$ cat config.mk
export PLATFORM = sky130hd
export DESIGN_NAME = microsequencer_flat
export DESIGN_NICKNAME = d
export VERILOG_FILES = /design/src/rtl/microsequencer_if.sv /design/src/rtl/microsequencer.sv /design/src/flat_wrapper.sv
export SDC_FILE = /design/constraint.sdc
export NUM_CORES = 1
export LEC_CHECK = 0
export CAP_MARGIN = 25
export CORE_MARGIN = 2
export CORE_UTILIZATION = 60
export DETAILED_ROUTE_END_ITERATION = 6
export PLACE_DENSITY = 0.85
export SLEW_MARGIN = 10
export SYNTH_ARGS = -nofsm -noshare
export SYNTH_HDL_FRONTEND = slang
export SYNTH_SLANG_ARGS = --single-unit
$ cat constraint.sdc
create_clock -name clock -period 8.97 [get_ports clock]
set_input_delay 1.3455 -clock clock [delete_from_list [all_inputs] [get_ports clock]]
set_output_delay 1.3455 -clock clock [all_outputs]
set_load 0.005 [all_outputs]
$ cat src/rtl/microsequencer_if.sv
// microsequencer_if: pipeline-register fields into the sequencer, next address and stack status out
interface microsequencer_if #(
  parameter int ADDR_W = 11,
  parameter int STACK_DEPTH = 4,
  parameter int SP_W = $clog2(STACK_DEPTH + 1)
);
  logic [2:0] op;
  logic [ADDR_W-1:0] d, r_in, or_mask, uaddr;
  logic r_load, cond, cond_pol, hold;
  logic [SP_W-1:0] sp;
  logic stack_empty, stack_full, stack_err;
  modport master (
    output op, d, r_in, r_load, or_mask, cond, cond_pol, hold,
    input uaddr, sp, stack_empty, stack_full, stack_err
  );
  modport slave (
    input op, d, r_in, r_load, or_mask, cond, cond_pol, hold,
    output uaddr, sp, stack_empty, stack_full, stack_err
  );
endinterface

$ cat src/rtl/microsequencer.sv
// microsequencer: next-microaddress generator with upc, address register and return stack
module microsequencer #(
  parameter int ADDR_W = 11,
  parameter int STACK_DEPTH = 4,
  parameter int SP_W = $clog2(STACK_DEPTH + 1)
) (
  input logic clock,
  input logic reset,
  microsequencer_if.slave bus
);
  localparam int IW = STACK_DEPTH > 1 ? $clog2(STACK_DEPTH) : 1;
  typedef enum logic [2:0] {CONT, JMP, JMPR, CJMP, CALL, RET, CASE, LOOP} op_e;
  op_e op;
  logic ct, has, full, push, pop, err, err_q;
  logic [ADDR_W-1:0] upc_q, upc_d, areg_q, top, nxt;
  logic [ADDR_W-1:0] stack_q [STACK_DEPTH];
  logic [SP_W-1:0] sp_q, sp_d;
  assign op = op_e'(bus.op);
  assign ct = bus.cond ^ bus.cond_pol;
  assign has = sp_q != '0;
  assign full = sp_q == SP_W'(STACK_DEPTH);
  // top is only consumed when has=1, so the wrapped index at sp=0 is never used
  assign top = stack_q[IW'(sp_q - 1'b1)];
  always_comb begin
    nxt = op == CONT ? upc_q : op == JMP ? bus.d : op == JMPR ? areg_q :
          (op == CJMP || op == CALL) ? (ct ? bus.d : upc_q) :
          op == RET ? (has ? top : upc_q) : op == CASE ? (bus.d | bus.or_mask) :
          ((ct || !has) ? upc_q : top);
    push = op == CALL && ct;
    pop = has && (op == RET || (op == LOOP && ct));
    err = (push && full) || (!has && (op == RET || (op == LOOP && ct)));
    sp_d = (push && !full) ? sp_q + 1'b1 : pop ? sp_q - 1'b1 : sp_q;
    upc_d = nxt + 1'b1;
  end
  always_ff @(posedge clock or posedge reset)
    if (reset) begin
      upc_q <= '0;
      areg_q <= '0;
      sp_q <= '0;
      err_q <= 1'b0;
      stack_q <= '{default: '0};
    end else if (!bus.hold) begin
      upc_q <= upc_d;
      sp_q <= sp_d;
      err_q <= err_q | err;
      if (bus.r_load) areg_q <= bus.r_in;
      if (push && !full) stack_q[IW'(sp_q)] <= upc_q;
    end
  assign bus.uaddr = reset ? '0 : nxt;
  assign bus.sp = sp_q;
  assign bus.stack_empty = !has;
  assign bus.stack_full = full;
  assign bus.stack_err = err_q;
endmodule

$ cat src/flat_wrapper.sv
// flat-port wrapper written by rule: the top's interface ports become plain ports
module microsequencer_flat 
#(
  parameter int ADDR_W = 11,
  parameter int STACK_DEPTH = 4,
  parameter int SP_W = $clog2(STACK_DEPTH + 1)
)
  (clock, reset, bus_op, bus_d, bus_r_in, bus_r_load, bus_or_mask, bus_cond, bus_cond_pol, bus_hold, bus_uaddr, bus_sp, bus_stack_empty, bus_stack_full, bus_stack_err);
  microsequencer_if #(.ADDR_W(ADDR_W), .STACK_DEPTH(STACK_DEPTH), .SP_W(SP_W)) bus_i ();
  input logic clock;
  input logic reset;
  input wire logic [$bits(bus_i.op)-1:0] bus_op;
  input wire logic [$bits(bus_i.d)-1:0] bus_d;
  input wire logic [$bits(bus_i.r_in)-1:0] bus_r_in;
  input wire logic [$bits(bus_i.r_load)-1:0] bus_r_load;
  input wire logic [$bits(bus_i.or_mask)-1:0] bus_or_mask;
  input wire logic [$bits(bus_i.cond)-1:0] bus_cond;
  input wire logic [$bits(bus_i.cond_pol)-1:0] bus_cond_pol;
  input wire logic [$bits(bus_i.hold)-1:0] bus_hold;
  output wire logic [$bits(bus_i.uaddr)-1:0] bus_uaddr;
  output wire logic [$bits(bus_i.sp)-1:0] bus_sp;
  output wire logic [$bits(bus_i.stack_empty)-1:0] bus_stack_empty;
  output wire logic [$bits(bus_i.stack_full)-1:0] bus_stack_full;
  output wire logic [$bits(bus_i.stack_err)-1:0] bus_stack_err;
  assign bus_i.op = bus_op;
  assign bus_i.d = bus_d;
  assign bus_i.r_in = bus_r_in;
  assign bus_i.r_load = bus_r_load;
  assign bus_i.or_mask = bus_or_mask;
  assign bus_i.cond = bus_cond;
  assign bus_i.cond_pol = bus_cond_pol;
  assign bus_i.hold = bus_hold;
  assign bus_uaddr = bus_i.uaddr;
  assign bus_sp = bus_i.sp;
  assign bus_stack_empty = bus_i.stack_empty;
  assign bus_stack_full = bus_i.stack_full;
  assign bus_stack_err = bus_i.stack_err;
  microsequencer #(.ADDR_W(ADDR_W), .STACK_DEPTH(STACK_DEPTH), .SP_W(SP_W)) u_core (.clock(clock), .reset(reset), .bus(bus_i));
endmodule
==> impl_metrics.csv, run 1 <==
group,metric,value,unit
min_path,holdPathStages,1,
cts,clkLatencyLatePin,0.35,ns
detailed_routing,avgViaCountPerCell,6.622,
global_routing,grt_max_degree,71,
cts,clock_path_buffers,2,
global_routing,grt_pass1_wl,20.61,mm
final_layout,antenna_cells,0,
final_layout,nFillCells,584,
sta,finalMaxSlewViolations,0,
sta,worstMarginPinSlew,0.9436,ns
die,std_cell_rows,32,
placement,hpwl,8.998,mm
synthesis,synthArstFlopShare,100.0,%
placement,gp_congestion,1.036,
die,die_area,8711,um2
worst_setup_path,worstPathArrival,4.52,ns
die,die_h,93.34,um
final_layout,nNetsFinal,555,
synthesis,synth_sequential_area_ratio,36.58,%
worst_setup_path,rrSetupSlack,4.01,ns
sta,skew,0.01478,ns
synthesis,avgSynthCellArea,10.12,um2
detailed_routing,post_drt_wl_per_cell,20.83,um
min_path,hp-start,"u_core.stack_q[10]",
worst_setup_path,cp-startpoint,"u_core.bus.sp[0]",
global_routing,antenna_found_initial,0,
worst_setup_path,crit_path_end_kind,"primary output",
worst_setup_path,required,7.62,ns
power_and_ir_drop,p_leak,2.358,nW
worst_setup_path,cp_max_fo,21,
synthesis,synth-seq-cells,70,
cts,post_cts_resized,0,
flow_run,max_cap_violations,0,
global_routing,grt-ovfl-total,0,
final_layout,drive_gt1_share,21.88,%
die,core,7727,um2
detailed_routing,ant_nets,0,
sta,maxSlewHeadroom,37.10,%
sta,fin_ws,3.102,ns
synthesis,syn_nets,521,
global_routing,track_usage,30.68,%
die,start_util,61.97,%
detailed_routing,wirelength,12.79,mm
detailed_routing,drcViolationCount,0,
sta,setup_tns,0,ns
global_routing,grt_pass1_vias,4126,
sta,rsz0062_at_grt,"false",
power_and_ir_drop,ir_worst_vdd,143.4,uV
synthesis,synth_area,4788,um2
placement,io_buffers,58,
min_path,min_to,"u_core.stack_q[10]",
cts,cts_setup_buffers,0,
power_and_ir_drop,power_density,243.7,nW/um2
sta,hold_violations,0,
final_layout,syn_to_final_growth,15.02,%
cts,cts_buffers,9,
placement,place_ws,3.314,ns
cts,cts_max_level,3,
worst_setup_path,startpoint_type,"register",
detailed_routing,dr_total_vias,4066,
worst_setup_path,r2r_start,"u_core.bus.sp[0]",
die,ioPinCount,59,
min_path,worstHoldPathType,"register to register",
synthesis,synth_cells,473,
cts,cts_tree,"yes",
cts,cts_root_buf,"clkbuf_8",
cts,cts.sinks,70,
cts,clk_pin_slew,0.08,ns
worst_setup_path,rr_worst_depth,13,
synthesis,synth_edf_count,0,
worst_setup_path,path_class,"register to primary output",
die,fp.dieW,93.34,um
synthesis,yosys_most_used_dff,"dfrtp_1",
worst_setup_path,reg2reg_to,"u_core.upc_q[10]",
sta,max_freq,170.4,MHz
sta,period_share,65.42,%
sta,period_minus_slack,5.868,ns
synthesis,yosys_warnings,0,
synthesis,yosysUniqueCellTypes,65,
run_status,status,"complete, no violations",
cts,cts_hold_buf,0,
detailed_routing,drt_iter0_drc,361,
detailed_routing,drt_first_pass_iters,6,
sta,finalSetupViolCount,0,
==> metal layers <==
layer | vias to the layer above | part of all wire (%) | routed length (um) | global-route usage [%]
met1 | 1961 | 39 | 5036 | 38.84
met4 | 0 | 3.4 | 439 | 12.01
met2 | 241 | 48 | 6142 | 51.62
met5 | - | 0 | 0 | 0
met3 | 44 | 9.2 | 1174 | 6.366
li1 | 1820 | - | - | -
==> synthesized netlist by cell type (7+ instances only) <==
cell type	number	area share, %
buf_2	15	1.6
nor3_1	8	0.84
mux2i_1	15	3.1
inv_1	10	0.78
clkbuf_1	19	1.5
mux2_2	71	17
a21oi_1	19	2.0
xnor2_1	11	2.0
nand3_1	9	0.94
a31oi_1	8	1.0
nand2_1	36	2.8
nor2_1	33	2.6
o21ai_0	19	2.0
dfrtp_1	70	37
a211oi_1	9	1.4
o21ai_1	7	0.73
==> state kept, by name, indices dropped and copies added, names as in the netlist <==
| register | cells |
|---|---|
| u_core.stack_q | 44 |
| u_core.areg_q | 11 |
| u_core.upc_q | 11 |
| u_core.bus.sp | 3 |
| u_core.bus.stack_err | 1 |
==> area by class of cell <==
cell class	instances	area (um2)	share of cell area (%)
repair buffers	64	620.6	11.27
inverters	12	45.04	0.8178
well taps	102	127.6	2.317
clock buffers	13	148.9	2.703
clock inverters	3	20.02	0.3635
multi-input cells	350	2794	50.73
flip-flops and latches	70	1752	31.80
==> cells in the final DEF, fill, tap and decap left out, types with 9 or more instances in the layout <==
| master | synthesis | final |
|---|---|---|
| nor2_1 | 33 | 33 |
| clkbuf_8 | 0 | 10 |
| clkdlybuf4s50_1 | 0 | 57 |
| nand2_1 | 36 | 36 |
| o21ai_0 | 19 | 19 |
| dfrtp_1 | 70 | 70 |
| mux2_2 | 71 | 71 |
| a21oi_1 | 19 | 19 |
| mux2i_1 | 15 | 15 |
| inv_1 | 10 | 9 |
| a211oi_1 | 9 | 9 |
| nand3_1 | 9 | 9 |
| xnor2_1 | 11 | 11 |
==> cell families (layout without fill, tap and decap cells) <==
kind of cell / Yosys count / in the layout / share of synthesized area (%)
compound gates: 106 / 106 / 15.47
xor+xnor: 13 / 13 / 2.535
fa+ha+maj: 6 / 6 / 1.568
buf+inv: 53 / 92 / 5.069
flops: 70 / 70 / 36.58
mux: 97 / 97 / 25.40
simple gates: 128 / 128 / 13.38
==> metrics by stage <==
step	cells	util, %	power, mW	hold slack [ns]	instance area [um2]
global route	614	71.28	1.420	0.5130	5508
floorplan	473	-	0.9264	0.4663	4788
finish	614	71.28	1.342	0.5024	5508
detailed placement	597	68.99	1.104	0.4881	5331
global placement	597	68.99	1.076	0.4782	5331
CTS	613	71.18	1.338	0.5054	5500
==> power breakdown <==
part / switching (mW) / internal, mW
registers: 0.118 / 0.422
logic: 0.268 / 0.303
clock network: 0.124 / 0.108
total: 0.509 / 0.833
==> how the worst max path moves through the flow <==
stage	endpoint	slack, ns	depth (start not counted)
floorplan	bus_uaddr[5]	4.52	2
global route	bus_uaddr[1]	2.78	9
CTS	bus_uaddr[1]	3.12	9
detailed placement	bus_uaddr[1]	3.31	7
global placement	bus_uaddr[1]	3.32	7
finish	bus_uaddr[1]	3.10	9
==> critical path, cell delays in order, from the launching register on <==
cell	delay (ns)
dfrtp_1	0.85
inv_1	0.24
ha_1	0.38
nand2b_1	0.66
inv_1	0.46
nor4_1	0.37
o31ai_1	0.11
a211oi_1	0.55
nor2_1	0.07
clkdlybuf4s50_1	0.47
Power figures use the tool's default switching activity.
==> run 2, diff against run 1 <==
--- a/config.mk
+++ b/config.mk
@@ -7,9 +7,9 @@
 export LEC_CHECK = 0
 export CAP_MARGIN = 25
 export CORE_MARGIN = 2
-export CORE_UTILIZATION = 60
+export CORE_UTILIZATION = 51
 export DETAILED_ROUTE_END_ITERATION = 6
-export PLACE_DENSITY = 0.85
+export PLACE_DENSITY = 0.77
 export SLEW_MARGIN = 10
 export SYNTH_ARGS = -nofsm -noshare
 export SYNTH_HDL_FRONTEND = slang
==> constraint.sdc (replaced) <==
create_clock -name clock -period 5 [get_ports clock]
set_input_delay 0.75 -clock clock [delete_from_list [all_inputs] [get_ports clock]]
set_output_delay 0.75 -clock clock [all_outputs]
set_load 0.005 [all_outputs]
==> impl_metrics.csv, run 2 (synthesis results as in run 1) <==
group,metric,value,unit
sta,period_share,88.44,%
global_routing,grt_pass1_vias,3990,
final_layout,final_core_util,61.31,%
final_layout,finalNonFillerCells,629,
sta,hold_violations,0,
cts,clock_path_buffers,2,
global_routing,antenna_found_initial,0,
cts,cts_tree,"yes",
placement,place_inst,612,
cts,cts_max_level,3,
sta,rsz0062_at_grt,"false",
placement,hpwl,9.356,mm
die,die_h,100.9,um
worst_setup_path,endpoint,"bus_uaddr[8]",
final_layout,nFillCells,780,
placement,place_ws,0.6784,ns
placement,gp_congestion,0.9382,
power_and_ir_drop,p_int,1.584,mW
cts,cts.sinks,70,
cts,cts_buffers,9,
sta,fin_ws,0.5780,ns
final_layout,design_area,5612,um2
cts,post_cts_resized,0,
detailed_routing,dr_total_vias,3971,
final_layout,syn_to_final_growth,17.19,%
detailed_routing,wirelength,12.96,mm
worst_setup_path,cp-startpoint,"u_core.bus.sp[0]",
power_and_ir_drop,power_density,448.6,nW/um2
worst_setup_path,reg2reg_to,"u_core.upc_q[10]",
worst_setup_path,required,4.25,ns
global_routing,grt_max_degree,71,
placement,io_buffers,58,
detailed_routing,post_drt_wl_per_cell,20.61,um
die,std_cell_rows,35,
final_layout,antenna_cells,0,
power_and_ir_drop,p_leak,2.416,nW
final_layout,largest_reg_flops,44,
final_layout,final_common_cell,"mux2_2",
power_and_ir_drop,ir_worst_vdd,176.4,uV
detailed_routing,drt_iter0_drc,302,
cts,cts_hold_buf,0,
global_routing,grt_pass1_wl,21.00,mm
sta,finalMaxSlewViolations,0,
worst_setup_path,rrSetupSlack,1.22,ns
sta,max_freq,226.1,MHz
power_and_ir_drop,swShare,37.07,%
power_and_ir_drop,p_switching,0.9334,mW
final_layout,largest-register,"u_core.stack_q",
cts,clkLatencyLatePin,0.36,ns
final_layout,final_cell_mix,"mux2_2, dfrtp_1, clkdlybuf4s50_1, nand2_1, nor2_1",
die,die_area,10180,um2
sta,skew,0.01366,ns
placement,dpl_cell_area,5388,um2
global_routing,grt-ovfl-total,0,
die,ioPinCount,59,
power_and_ir_drop,clkPwrFrac,19.8,%
detailed_routing,ant_nets,0,
cts,clk_pin_slew,0.08,ns
flow_run,max_cap_violations,0,
worst_setup_path,rr_worst_depth,14,
min_path,worstHoldPathType,"register to register",
sta,worstMarginPinSlew,0.9278,ns
detailed_routing,drcViolationCount,0,
cts,cts_root_buf,"clkbuf_8",
detailed_routing,drt_first_pass_iters,5,
final_layout,nNetsFinal,561,
worst_setup_path,r2r_start,"u_core.bus.sp[0]",
die,start_util,52.32,%
final_layout,drive_gt1_share,23.36,%
worst_setup_path,startpoint_type,"register",
detailed_routing,avgViaCountPerCell,6.313,
worst_setup_path,cp_max_fo,15,
global_routing,track_usage,26.65,%
die,fp.dieW,100.9,um
sta,finalSetupViolCount,0,
run_status,status,"complete, no violations",
cts,cts_setup_buffers,0,
power_and_ir_drop,combPwrFrac,42.8,%
final_layout,reg_top3,"u_core.stack_q x44, u_core.areg_q x11, u_core.upc_q x11",
worst_setup_path,path_class,"register to primary output",
worst_setup_path,crit_path_end_kind,"primary output",
worst_setup_path,worstPathArrival,3.67,ns
die,core,9153,um2
sta,period_minus_slack,4.422,ns
sta,maxSlewHeadroom,37.95,%
sta,setup_tns,0,ns
power_and_ir_drop,power_frac_seq,37.3,%
==> run 2: cell count changes in the layout (fill, tap and decap cells not counted) <==
cell        delta
buf_4          +6
clkbuf_1       -3
clkinv_4       +2
clkinvlp_4     -2
inv_6          +2
bufinv_16      +1
clkbuf_8       +1
clkinv_2       -1
==> run 2: area by class of cell <==
cell class	count	area, um2	area share [%]
Tap cell	111	138.9	2.475
Sequential cell	70	1752	31.22
Clock inverter	5	65.06	1.159
Timing Repair Buffer	70	665.6	11.86
Inverter	12	45.04	0.8027
Multi-Input combinational cell	350	2794	49.79
Clock buffer	11	151.4	2.698
==> run 2: power groups by stage <==
stage	combinational (mW)	sequential (mW)	clock [mW]
6_report	1.08	0.940	0.500
5_1_grt	1.17	0.968	0.531
4_1_cts	1.07	0.934	0.507
3_5_place_dp	1.07	0.943	0
3_3_place_gp	1.04	0.921	0
2_1_floorplan	0.825	0.837	0
==> run 2: per-layer routing <==
metal | share of wire, % | track usage (%)
met1 | 42 | 34.92
met2 | 48 | 43.08
met3 | 7.3 | 5.132
met4 | 3.1 | 11.75
met5 | 0 | 0
==> run 2: how the worst min path moves through the flow <==
| stage | cells after the start | startpoint | endpoint |
|---|---|---|---|
| 2_1_floorplan | 1 | u_core.bus.stack_err | u_core.bus.stack_err |
| 3_3_place_gp | 1 | u_core.bus.stack_err | u_core.bus.stack_err |
| 3_5_place_dp | 1 | u_core.bus.stack_err | u_core.bus.stack_err |
| 4_1_cts | 1 | u_core.stack_q[5] | u_core.stack_q[5] |
| 5_1_grt | 1 | u_core.bus.stack_err | u_core.bus.stack_err |
| 6_report | 1 | u_core.bus.stack_err | u_core.bus.stack_err |
==> run 2: per-stage QoR <==
stage | total power [mW] | hold WS [ns]
6_report | 2.518 | 0.5019
5_1_grt | 2.664 | 0.5189
4_1_cts | 2.513 | 0.5069
3_5_place_dp | 2.010 | 0.4878
3_3_place_gp | 1.959 | 0.4711
2_1_floorplan | 1.662 | 0.4663
==> run 2: worst max-delay path: stages (launching register included) <==
cell	delay, ns
dfrtp_1	0.33
buf_4	0.26
inv_1	0.15
ha_1	0.69
mux4_2	0.44
mux2i_1	0.15
a21oi_1	0.09
o32ai_1	0.62
nor2_1	0.09
clkdlybuf4s50_1	0.48
==> run 3, diff against run 2 <==
--- a/config.mk
+++ b/config.mk
@@ -7,9 +7,10 @@
 export LEC_CHECK = 0
 export CAP_MARGIN = 25
 export CORE_MARGIN = 2
-export CORE_UTILIZATION = 51
+export CORE_UTILIZATION = 60
 export DETAILED_ROUTE_END_ITERATION = 6
-export PLACE_DENSITY = 0.77
+export PLACE_DENSITY = 0.85
+export SETUP_SLACK_MARGIN = 0.1
 export SLEW_MARGIN = 10
 export SYNTH_ARGS = -nofsm -noshare
 export SYNTH_HDL_FRONTEND = slang
==> constraint.sdc (replaced) <==
create_clock -name clock -period 5.6 [get_ports clock]
set_input_delay 0.84 -clock clock [delete_from_list [all_inputs] [get_ports clock]]
set_output_delay 0.84 -clock clock [all_outputs]
set_load 0.005 [all_outputs]
==> impl_metrics.csv, run 3 (synthesis results as in run 1) <==
group,metric,value,unit
cts,cts_root_buf,"clkbuf_8",
worst_setup_path,startpoint_type,"input port",
sta,skew,0.009751,ns
flow_run,max_cap_violations,0,
final_layout,nFillCells,577,
cts,cts_hold_buf,0,
cts,cts_tree,"yes",
min_path,holdPathStages,1,
detailed_routing,dr_total_vias,4093,
die,ioPinCount,59,
detailed_routing,drcViolationCount,0,
worst_setup_path,path_class,"input port to primary output",
final_layout,syn_to_final_growth,16.44,%
global_routing,grt_pass1_wl,21.56,mm
placement,hpwl,9.542,mm
detailed_routing,post_drt_wl_per_cell,21.66,um
worst_setup_path,rrSetupSlack,1.58,ns
final_layout,reg_top3,"u_core.stack_q x44, u_core.areg_q x11, u_core.upc_q x11",
final_layout,drive_gt1_share,23.06,%
sta,finalMaxSlewViolations,0,
placement,place_ws,1.096,ns
sta,rsz0062_at_grt,"false",
final_layout,final_cell_mix,"mux2_2, dfrtp_1, clkdlybuf4s50_1, nand2_1, nor2_1",
die,std_cell_rows,32,
detailed_routing,ant_nets,0,
sta,finalSetupViolCount,0,
detailed_routing,wirelength,13.39,mm
final_layout,nNetsFinal,559,
final_layout,final_core_util,72.15,%
worst_setup_path,required,4.76,ns
cts,clock_path_buffers,2,
sta,period_minus_slack,4.578,ns
cts,cts_buffers,9,
cts,clk_pin_slew,0.09,ns
worst_setup_path,rr_worst_depth,15,
cts,clkLatencyLatePin,0.35,ns
worst_setup_path,crit_path_end_kind,"primary output",
sta,worstMarginPinSlew,0.9127,ns
worst_setup_path,worstPathArrival,3.74,ns
placement,io_buffers,58,
final_layout,antenna_cells,0,
min_path,worstHoldPathType,"register to register",
power_and_ir_drop,p_leak,2.400,nW
final_layout,final_common_cell,"mux2_2",
final_layout,largest-register,"u_core.stack_q",
sta,fin_ws,1.022,ns
cts,post_cts_resized,0,
placement,place_inst,601,
placement,gp_congestion,0.9508,
die,fp.dieW,93.34,um
power_and_ir_drop,power_density,404.0,nW/um2
cts,cts.sinks,70,
detailed_routing,avgViaCountPerCell,6.623,
cts,cts_setup_buffers,0,
worst_setup_path,r2r_start,"u_core.bus.sp[0]",
final_layout,finalNonFillerCells,618,
global_routing,antenna_found_initial,0,
sta,maxSlewHeadroom,39.15,%
final_layout,largest_reg_flops,44,
global_routing,grt-ovfl-total,0,
global_routing,track_usage,32.31,%
power_and_ir_drop,ir_worst_vdd,266.7,uV
detailed_routing,drt_first_pass_iters,5,
run_status,status,"complete, no violations",
die,die_h,93.34,um
die,die_area,8711,um2
worst_setup_path,reg2reg_to,"u_core.upc_q[10]",
power_and_ir_drop,power,2.252,mW
min_path,hp-start,"u_core.bus.stack_err",
cts,cts_max_level,3,
sta,hold_violations,0,
min_path,min_to,"u_core.bus.stack_err",
die,start_util,61.97,%
sta,max_freq,218.4,MHz
global_routing,grt_pass1_vias,4101,
die,core,7727,um2
sta,period_share,81.75,%
sta,setup_tns,0,ns
global_routing,grt_max_degree,71,
worst_setup_path,cp_max_fo,17,
detailed_routing,drt_iter0_drc,402,
[run 3: cell types whose count changed in the layout (fill, tap and decap cells not counted)]
cell,delta
buf_4,-2
clkinvlp_4,+1
clkinv_2,+1
clkbuf_8,-1
clkinv_4,-1
[run 3: worst max-delay path by stage]
stage / start / slack (ns) / cells past startpoint / end
floorplan: reset / 2.16 / 2 / bus_uaddr[5]
global placement: bus_op[1] / 1.06 / 7 / bus_uaddr[3]
detailed placement: bus_op[1] / 1.10 / 7 / bus_uaddr[3]
CTS: bus_op[1] / 1.09 / 7 / bus_uaddr[3]
global route: bus_op[1] / 0.84 / 7 / bus_uaddr[3]
finish: bus_op[1] / 1.02 / 7 / bus_uaddr[3]
[run 3: metal layers]
| layer | up-vias | share of wire [%] | wire length [um] | GRT usage, % |
|---|---|---|---|---|
| met3 | 41 | 7.5 | 1009 | 4.754 |
| met1 | 2014 | 41 | 5504 | 42.79 |
| li1 | 1824 | - | - | - |
| met2 | 214 | 48 | 6446 | 53.30 |
| met4 | 0 | 3.2 | 427 | 13.48 |
| met5 | - | 0 | 0 | 0 |
[run 3: through the flow]
stage	hold WS, ns	instance area, um2
floorplan	0.4663	4788
global placement	0.4708	5361
detailed placement	0.4627	5361
CTS	0.4849	5568
global route	0.5016	5575
finish	0.4784	5575
[run 3: layout make-up]
cell class	instances	area [um2]	area share [%]
clock inverter	6	68.82	1.234
clock buffer	10	137.6	2.469
inverter	12	45.04	0.8079
timing repair buffer	68	650.6	11.67
multi-input combinational	350	2794	50.11
sequential	70	1752	31.42
tap	102	127.6	2.289
[run 3: worst max-delay path: stages]
cell and delay, ns:
clkdlybuf4s50_1 0.86, nand3b_1 0.49, nor3_1 0.30, a31oi_1 0.09, o31ai_1 0.52, a21oi_1 0.14
clkdlybuf4s50_1 0.49
[run 3: where the power goes]
part           switching, mW  internal, mW  total, mW
Clock                  0.210         0.221      0.431
Combinational          0.469         0.500      0.969
Sequential             0.175         0.676      0.851
Total                  0.855          1.40       2.25
